[src/rtl/tt_mux_ctrl_pkg.sv]
// tt_mux_ctrl_pkg: state encoding, default timing and helpers for the mux control sequencer.
package tt_mux_ctrl_pkg;
  typedef enum logic [2:0] {IDLE, DIS, SRST, INC_H, INC_L, SETTLE, DONE} state_e;
  localparam int DEF_N_DESIGNS  = 384;
  localparam int DEF_ADDR_W     = 10;
  localparam int DEF_RST_CYCLES = 4;
  localparam int DEF_INC_HI     = 2;
  localparam int DEF_INC_LO     = 2;
  function automatic int clog2_f(input int v);
    int r = 0;
    while ((1 << r) < v) r++;
    return r;
  endfunction
  function automatic int max3_f(input int a, input int b, input int c);
    return a > b ? (a > c ? a : c) : (b > c ? b : c);
  endfunction
endpackage

[src/rtl/tt_mux_ctrl_timer.sv]
// tt_mux_ctrl_timer: loadable down-counter that holds at zero and flags it.
module tt_mux_ctrl_timer #(
  parameter int W = 3
) (
  input  logic         clk,
  input  logic         rst,
  input  logic         load,
  input  logic [W-1:0] val,
  output logic         zero
);
  logic [W-1:0] cnt_q, cnt_d;
  always_comb cnt_d = load ? val : (cnt_q == '0 ? cnt_q : cnt_q - 1'b1);
  always_ff @(posedge clk) cnt_q <= rst ? '0 : cnt_d;
  assign zero = cnt_q == '0;
endmodule

[src/rtl/tt_mux_ctrl_seq.sv]
// tt_mux_ctrl_seq: mux control-pin initiator generating sel_rst_n/sel_inc/ena waveforms.
// Define TT_MUX_CTRL_DELTA_INC_EN to increment from the current address instead of always resetting.
module tt_mux_ctrl_seq
  import tt_mux_ctrl_pkg::*;
#(
  parameter int N_DESIGNS  = DEF_N_DESIGNS,
  parameter int ADDR_W     = DEF_ADDR_W,
  parameter int RST_CYCLES = DEF_RST_CYCLES,
  parameter int INC_HI     = DEF_INC_HI,
  parameter int INC_LO     = DEF_INC_LO
) (
  input  logic              clk,
  input  logic              rst,
  input  logic              req_valid,
  output logic              req_ready,
  input  logic [ADDR_W-1:0] req_addr,
  input  logic              req_ena,
  output logic              busy,
  output logic              done,
  output logic              err,
  output logic [ADDR_W-1:0] cur_addr,
  output logic              ctrl_sel_rst_n,
  output logic              ctrl_sel_inc,
  output logic              ctrl_ena
);
  localparam int TW = clog2_f(max3_f(RST_CYCLES, INC_HI, INC_LO) + 1);
  localparam int AW1 = ADDR_W + 1;
  localparam logic [ADDR_W:0] N_LIM = AW1'(N_DESIGNS);
  localparam logic [ADDR_W-1:0] LAST = ADDR_W'(N_DESIGNS - 1);
  state_e state_q, state_d, dis_next;
  logic [ADDR_W-1:0] tgt_q, cur_q, cur_d, cur_base;
  logic ena_req_q, busy_q, done_q, err_q, rst_n_q, inc_q, ena_q;
  logic accept, addr_ok, tmr_zero, tmr_load;
  logic [TW-1:0] tmr_val;
  assign req_ready = state_q == IDLE && !rst;
  assign accept = req_valid && req_ready;
  assign addr_ok = {1'b0, req_addr} < N_LIM;
`ifdef TT_MUX_CTRL_DELTA_INC_EN
  // Delta stepping is only trusted once an SRST has synchronised the mux counter.
  logic synced_q;
  always_ff @(posedge clk) synced_q <= rst ? 1'b0 : (synced_q || state_q == SRST);
  assign dis_next = (!synced_q || tgt_q < cur_q) ? SRST : (tgt_q == cur_q ? SETTLE : INC_H);
`else
  assign dis_next = SRST;
`endif
  always_comb begin
    state_d = state_q;
    case (state_q)
      IDLE:    if (accept && addr_ok) state_d = DIS;
      DIS:     state_d = dis_next;
      SRST:    if (tmr_zero) state_d = tgt_q == '0 ? SETTLE : INC_H;
      INC_H:   if (tmr_zero) state_d = INC_L;
      INC_L:   if (tmr_zero) state_d = cur_q == tgt_q ? SETTLE : INC_H;
      SETTLE:  state_d = DONE;
      default: state_d = IDLE;
    endcase
  end
  // The mux counts on the sel_inc rising edge, so track it on INC_H entry.
  always_comb begin
    cur_base = state_q == SRST ? '0 : cur_q;
    cur_d = (state_d == INC_H && state_q != INC_H && cur_base != LAST) ? cur_base + 1'b1 : cur_base;
    tmr_load = state_d != state_q;
    tmr_val = state_d == SRST ? TW'(RST_CYCLES - 1) :
              state_d == INC_H ? TW'(INC_HI - 1) :
              state_d == INC_L ? TW'(INC_LO - 1) : '0;
  end
  tt_mux_ctrl_timer #(.W(TW)) u_timer (
    .clk  (clk),
    .rst  (rst),
    .load (tmr_load),
    .val  (tmr_val),
    .zero (tmr_zero)
  );
  always_ff @(posedge clk) begin
    if (rst) begin
      state_q   <= IDLE;
      tgt_q     <= '0;
      cur_q     <= '0;
      ena_req_q <= 1'b0;
      busy_q    <= 1'b0;
      done_q    <= 1'b0;
      err_q     <= 1'b0;
      rst_n_q   <= 1'b1;
      inc_q     <= 1'b0;
      ena_q     <= 1'b0;
    end else begin
      state_q <= state_d;
      cur_q   <= cur_d;
      if (accept && addr_ok) begin
        tgt_q     <= req_addr;
        ena_req_q <= req_ena;
      end
      busy_q  <= state_d != IDLE;
      done_q  <= state_d == DONE;
      err_q   <= accept && !addr_ok;
      rst_n_q <= state_d != SRST;
      inc_q   <= state_d == INC_H;
      ena_q   <= state_d == DIS ? 1'b0 : (state_d == SETTLE ? ena_req_q : ena_q);
    end
  end
  assign busy = busy_q;
  assign done = done_q;
  assign err = err_q;
  assign cur_addr = cur_q;
  assign ctrl_sel_rst_n = rst_n_q;
  assign ctrl_sel_inc = inc_q;
  assign ctrl_ena = ena_q;
endmodule

[config.mk]
export PLATFORM = sky130hd
export DESIGN_NAME = tt_mux_ctrl_seq
export DESIGN_NICKNAME = d
export VERILOG_FILES = /design/src/rtl/tt_mux_ctrl_pkg.sv /design/src/rtl/tt_mux_ctrl_timer.sv /design/src/rtl/tt_mux_ctrl_seq.sv
export SDC_FILE = /design/constraint.sdc
export NUM_CORES = 1
export LEC_CHECK = 0
export ABC_AREA = 1
export BUFFER_PORTS_ARGS = -buffer_cell sky130_fd_sc_hd__buf_2
export CAP_MARGIN = 0
export CORE_MARGIN = 3
export CORE_UTILIZATION = 55
export CTS_CLUSTER_DIAMETER = 150
export CTS_CLUSTER_SIZE = 10
export DETAILED_ROUTE_END_ITERATION = 7
export MAX_ROUTING_LAYER = met4
export PLACE_DENSITY_LB_ADDON = 0.08
export SYNTH_ARGS = -nofsm -noshare
export SYNTH_HDL_FRONTEND = slang
export SYNTH_SLANG_ARGS = --single-unit
export TNS_END_PERCENT = 100
[constraint.sdc]
create_clock -name clk -period 5.55 [get_ports clk]
set_input_delay 1.11 -clock clk [delete_from_list [all_inputs] [get_ports clk]]
set_output_delay 1.11 -clock clk [all_outputs]
set_load 0.01 [all_outputs]
==> metrics.cfg, run 1 <==
[synth]
synth_flop_cell=dfxtp_1
synth-edff-count=0
synth.distinct_cells=34
async_flop_share_pct=0
ys_seq_area_share_pct=36.1
synth_warnings=0
ys_seq_elements=33
syn_avg_cell_area_sq_um=6.96
synth_nets=280
syn_inst=263
netlist_area_sq_mm=0.00183

[grt]
grt_pass1_vias=1554
grt_pass1_wl_microns=6820
grt_max_degree=20
grt.total_usage_pct=22.1
overflow=0
antenna_found_initial=0

[min_path]
hold_path.class=reg2reg
hp-start=ctrl_ena
hold_depth=2
hold_end=ctrl_ena

[pwr]
swShare_pct=32.9
p_int_uw=423
cellLeakagePower_nw=1.04
p_clk_share_pct=30.4
p_per_area_mw_per_mm2=301
pwr-share-seq_pct=42.4
peakVddDrop_mv=0.208
p_sw_uw=208
comb_power_share_pct=27.2

[worst_setup_path]
r2r_start=state_q[1]
worstReg2RegEnd=cur_addr[7]
cp_common_cell=buf_2
start_kind=input pin
crit_chain=buf_2, nor3_1, buf_2
crit_slowest_cell=buf_2
cp.arrival_ps=1680
r2r_cells=10
worst_ep_required_time_ps=4440
cp_max_fo=19
rrSetupSlack_ps=3450
worstSetupEndpointType=output pin
path_class=in2out
cpPeakStageDelay_ps=220

[sta]
fin_crit_sh_pct=50.3
final-setup-viol-count=0
max_freq_mhz=358
rsz0062_at_grt=false
slew_viol_final=0
tightestPinTransition_ps=374
clock-skew-final_ps=18.5
hold_viol=0
period_needed_ps=2790
relSlewSlack_pct=75.0
tns_ps=0

[floorplanning]
fp.coreArea_sq_mm=0.00310
fp.dieArea_sq_mm=0.00406
floorplan.initialDensity_pct=59.0
row_count=20
dieWidth_microns=63.7
io-pin-count=31
die_h_microns=63.7

[layout]
layout-drive-gt1-share_pct=20.6
syn2layout_area_growth_pct=14.3
antenna_cells=0
stdcell_count=340
layout_common_cells=nand2_1 (57), dfxtp_1 (33), inv_1 (30), buf_2 (30), nor2_1 (29)
final_common_cell=nand2_1
fillers=315
stdcell_area_sq_mm=0.00209
nNetsFinal=312

[drt]
drt_pass1_iterations=4
routed_wl_microns=3950
antenna_left=0
via_count=1699
routedWlPerCell_microns=11.6
drt_iter0_markers=96
drc=0
vias_per_cell=5.00

[placement]
dp_cells=332
dpl.hpwl_microns=2920
place_area_sq_mm=0.00201
port_buffers=30
gp_congestion=0.918

[clock_tree]
ctsHoldBuffers=0
cts_tree=built
htree_levels=2
cts_resized=0
cts_buffers=5
clockBufferDepth=2
clock-sinks=33
clock_latency_ps=340
postCtsSetupRepairBufs=0
root_buffer=clkbuf_4
path_clk_slew_ps=110

[outcome]
outcome=finished, final reports clean

[job]
max_cap_viol_count=0

-- kinds of logic (layout without fill, tap and decap cells) --
family | after synthesis | count (layout) | share of synthesized area (%)
simple gates | 135 | 135 | 35.7
buf+inv | 43 | 76 | 9.43
compound gates | 38 | 38 | 11.5
flops | 33 | 33 | 36.1
xor+xnor | 11 | 11 | 5.26
fa+ha+maj | 3 | 3 | 2.05
-- power by group through the flow --
stage	sequential [mW]	combinational, mW	clock, mW
CTS	0.268	0.172	0.196
finish	0.268	0.172	0.192
global route	0.270	0.198	0.209
global placement	0.273	0.169	0
floorplan	0.273	0.133	0
detailed placement	0.273	0.170	0
-- per-stage QoR --
| stage | power (mW) | utilization, % | hold WS (ps) | worst slack, ps |
|---|---|---|---|---|
| 6_report | 0.631 | 67.5 | 491 | 2760 |
| 3_3_place_gp | 0.442 | 64.8 | 470 | 2670 |
| 2_1_floorplan | 0.406 | - | 455 | 2870 |
| 5_1_grt | 0.678 | 67.5 | 522 | 2670 |
| 4_1_cts | 0.636 | 67.5 | 492 | 2760 |
| 3_5_place_dp | 0.443 | 64.8 | 475 | 2600 |
-- critical path, delay by kind of cell --
| kind | cells | cell delay (ps) |
|---|---|---|
| buffers and inverters | 2 | 370 |
| AND/OR/NAND/NOR | 1 | 190 |
-- final cells by class --
cell class | count | area [sq um] | share of cell area, %
clock inverter | 1 | 30.0 | 1.43
multi-input combinational | 187 | 998 | 47.7
clock buffer | 7 | 55.1 | 2.63
sequential | 33 | 661 | 31.5
timing repair buffer | 30 | 150 | 7.17
tap | 44 | 55.1 | 2.63
inverter | 38 | 145 | 6.93
-- per-layer routing --
layer	vias to the layer above	routed length (microns)	global-route usage [%]
li1	914	-	-
met2	43	1640	32.2
met5	-	0	-
met4	0	59	7.55
met3	5	203	6.24
met1	737	2040	29.4
-- registers in the layout, indices dropped and copies added (netlist names) --
register        flops
ctrl_ena            1
cur_addr           10
ctrl_sel_inc        1
done                1
err                 1
tgt_q              10
ena_req_q           1
state_q             3
ctrl_sel_rst_n      1
busy                1
u_timer.cnt_q       3
-- cells in the mapped netlist (2+ instances only) --
cell      instances  area, sq um
clkbuf_1          3         11.3
nand2_2           3         18.8
o21ai_0          13         65.1
nand3_1          24          120
ha_1              3         37.5
nand4_1           3         18.8
xor2_1            5         43.8
nand2_4           2         22.5
dfxtp_1          33          661
inv_2             7         26.3
xnor2_1           6         52.6
a21oi_1          18         90.1
nor3_4            2         32.5
nand2_1          57          214
nor3_1            7         35.0
nor2_1           29          109
inv_1            30          113
o21ai_1           2         10.0
-- worst max path at each step --
stage,cells past startpoint,endpoint,from,slack (ps)
after floorplan,2,req_ready,rst,2870
after global placement,12,u_timer.cnt_q[0],rst,2670
after detailed placement,12,u_timer.cnt_q[0],rst,2600
after CTS,3,req_ready,rst,2760
after global routing,3,req_ready,rst,2670
final,3,req_ready,rst,2760
(Power assumes the default switching activity.)
==> run 2, diff against run 1 <==
--- a/config.mk
+++ b/config.mk
@@ -9,7 +9,7 @@
 export BUFFER_PORTS_ARGS = -buffer_cell sky130_fd_sc_hd__buf_2
 export CAP_MARGIN = 0
 export CORE_MARGIN = 3
-export CORE_UTILIZATION = 55
+export CORE_UTILIZATION = 50
 export CTS_CLUSTER_DIAMETER = 150
 export CTS_CLUSTER_SIZE = 10
 export DETAILED_ROUTE_END_ITERATION = 7
==> constraint.sdc (replaced) <==
create_clock -name clk -period 2.4 [get_ports clk]
set_input_delay 0.48 -clock clk [delete_from_list [all_inputs] [get_ports clk]]
set_output_delay 0.48 -clock clk [all_outputs]
set_load 0.01 [all_outputs]
==> run 2 against run 1 <==
Final area grew 1.6%. Largest cell class unchanged. Total power grew 130%. Core utilization shrank 5.7 points. Via count grew 1.5%. First-iteration DRC count grew 34%. Critical path type is now reg2reg. Worst setup slack lost 2500 ps. Highest routed layer unchanged.
==> metrics.cfg, run 2 (same netlist as run 1, synthesis figures left out) <==
[pwr]
cellLeakagePower_nw=1.06
total_power_mw=1.48
pwr-share-seq_pct=41.8
p_clk_share_pct=31.7
p_int_uw=990
swShare_pct=33.2
p_per_area_mw_per_mm2=696
comb_power_share_pct=26.5
p_sw_uw=492
peakVddDrop_mv=0.423

[sta]
fin_crit_sh_pct=88.7
relSlewSlack_pct=74.7
clock-skew-final_ps=11.1
hold_viol=0
slew_viol_final=0
period_needed_ps=2130
tightestPinTransition_ps=379
max_freq_mhz=470
rsz0062_at_grt=false
final-setup-viol-count=0
tns_ps=0

[worst_setup_path]
worstReg2RegEnd=cur_addr[7]
path_buf_inv=1
cp.arrival_ps=2320
cp_max_fo=14
r2r_cells=10
cpPeakStageDelay_ps=460
rrSetupSlack_ps=270
worst_ep_required_time_ps=2590
critPathTopFamily=simple AND/OR/NAND/NOR gates
r2r_start=state_q[1]
crit_slowest_cell=dfxtp_1
path_class=reg2reg
worstSetupEndpointType=register
start_kind=register
crit_chain=nand3_4, nand2_1, inv_1, ha_1, nand3_2, nor3_4, a21oi_4, nand3_1, o21ai_0, nor2_1

[clock_tree]
cts_buffers=5
cts_resized=0
ctsHoldBuffers=0
path_clk_slew_ps=80
clockBufferDepth=2
postCtsSetupRepairBufs=0
clock-sinks=33
clock_latency_ps=290
htree_levels=2
cts_tree=built
root_buffer=clkbuf_8

[grt]
grt_pass1_vias=1606
grt_max_degree=19
grt.total_usage_pct=22.2
grt_pass1_wl_microns=7250
antenna_found_initial=0
overflow=0

[layout]
layout_common_cells=nand2_1 (57), dfxtp_1 (33), inv_1 (30), buf_2 (30), nor2_1 (29)
final_common_cell=nand2_1
antenna_cells=0
nNetsFinal=314
layout-drive-gt1-share_pct=21.5
syn2layout_area_growth_pct=16.2
fillers=347

[min_path]
hold_end=ena_req_q
hold_path.class=in2reg
hold_depth=3
hp-start=req_ena

[drt]
via_count=1724
drt_iter0_markers=129
vias_per_cell=5.01
routed_wl_microns=4130
routedWlPerCell_microns=12.0
drt_pass1_iterations=4
drc=0
antenna_left=0

[job]
max_cap_viol_count=0

[placement]
port_buffers=30
dpl.hpwl_microns=3030
gp_congestion=0.841

[floorplanning]
floorplan.initialDensity_pct=53.2
die_h_microns=66.5
fp.dieArea_sq_mm=0.00443
io-pin-count=31
dieWidth_microns=66.5
row_count=21
fp.coreArea_sq_mm=0.00344

[outcome]
outcome=finished, final reports clean

run 2: changes by cell type in the layout (fill, tap and decap cells not counted), sizes merged:
cell / previous run / this run
bufinv: 1 / 0
clkinv: 0 / 1
buf: 30 / 32
run 2: area by class of cell:
| class | instances | area (sq um) | share of cell area [%] |
|---|---|---|---|
| multi-input cells | 187 | 998 | 46.9 |
| flip-flops and latches | 33 | 661 | 31.0 |
| repair buffers | 32 | 165 | 7.76 |
| inverters | 38 | 145 | 6.82 |
| clock buffers | 7 | 96.3 | 4.53 |
| well taps | 46 | 57.6 | 2.70 |
| clock inverters | 1 | 5.00 | 0.235 |
run 2: worst max path at each step:
stage	from	end	slack (ps)	depth (start not counted)
finish	state_q[1]	cur_addr[7]	270	10
global route	state_q[1]	cur_addr[7]	60	10
CTS	state_q[0]	cur_addr[3]	300	11
detailed placement	state_q[1]	cur_addr[7]	320	10
global placement	state_q[1]	cur_addr[7]	320	10
floorplan	state_q[1]	cur_addr[7]	530	11
run 2: power groups by stage:
stage	Clock, mW	Sequential (mW)	Combinational, mW
3_3_place_gp	0	0.630	0.389
6_report	0.469	0.620	0.393
4_1_cts	0.479	0.619	0.393
2_1_floorplan	0	0.631	0.307
5_1_grt	0.499	0.625	0.462
3_5_place_dp	0	0.631	0.392
run 2: worst reg2reg max path, delay by kind of cell (launching register included):
family | cells | cell delay [ps]
AOI/OAI and AO/OA | 2 | 490
adders and majority gates | 1 | 230
buffers and inverters | 1 | 60
DFF | 1 | 460
and+or+nand+nor | 6 | 800
run 2: stage by stage:
step | hold WS (ps) | cell area [sq um] | setup WS [ps] | utilization [%] | cells
global placement | 472 | 2030 | 316 | 58.9 | 336
global route | 416 | 2130 | 58.1 | 61.8 | 344
finish | 413 | 2130 | 271 | 61.8 | 344
CTS | 409 | 2130 | 303 | 61.8 | 344
floorplan | 455 | 1830 | 532 | - | 263
detailed placement | 473 | 2030 | 321 | 58.9 | 336
run 2: routing by layer:
metal,global-route usage (%),part of all wire (%),up-vias
met5,-,0,-
met4,8.63,1.5,0
met3,5.06,4.4,6
met2,33.3,42,41
met1,29.0,52,764
li1,-,-,913
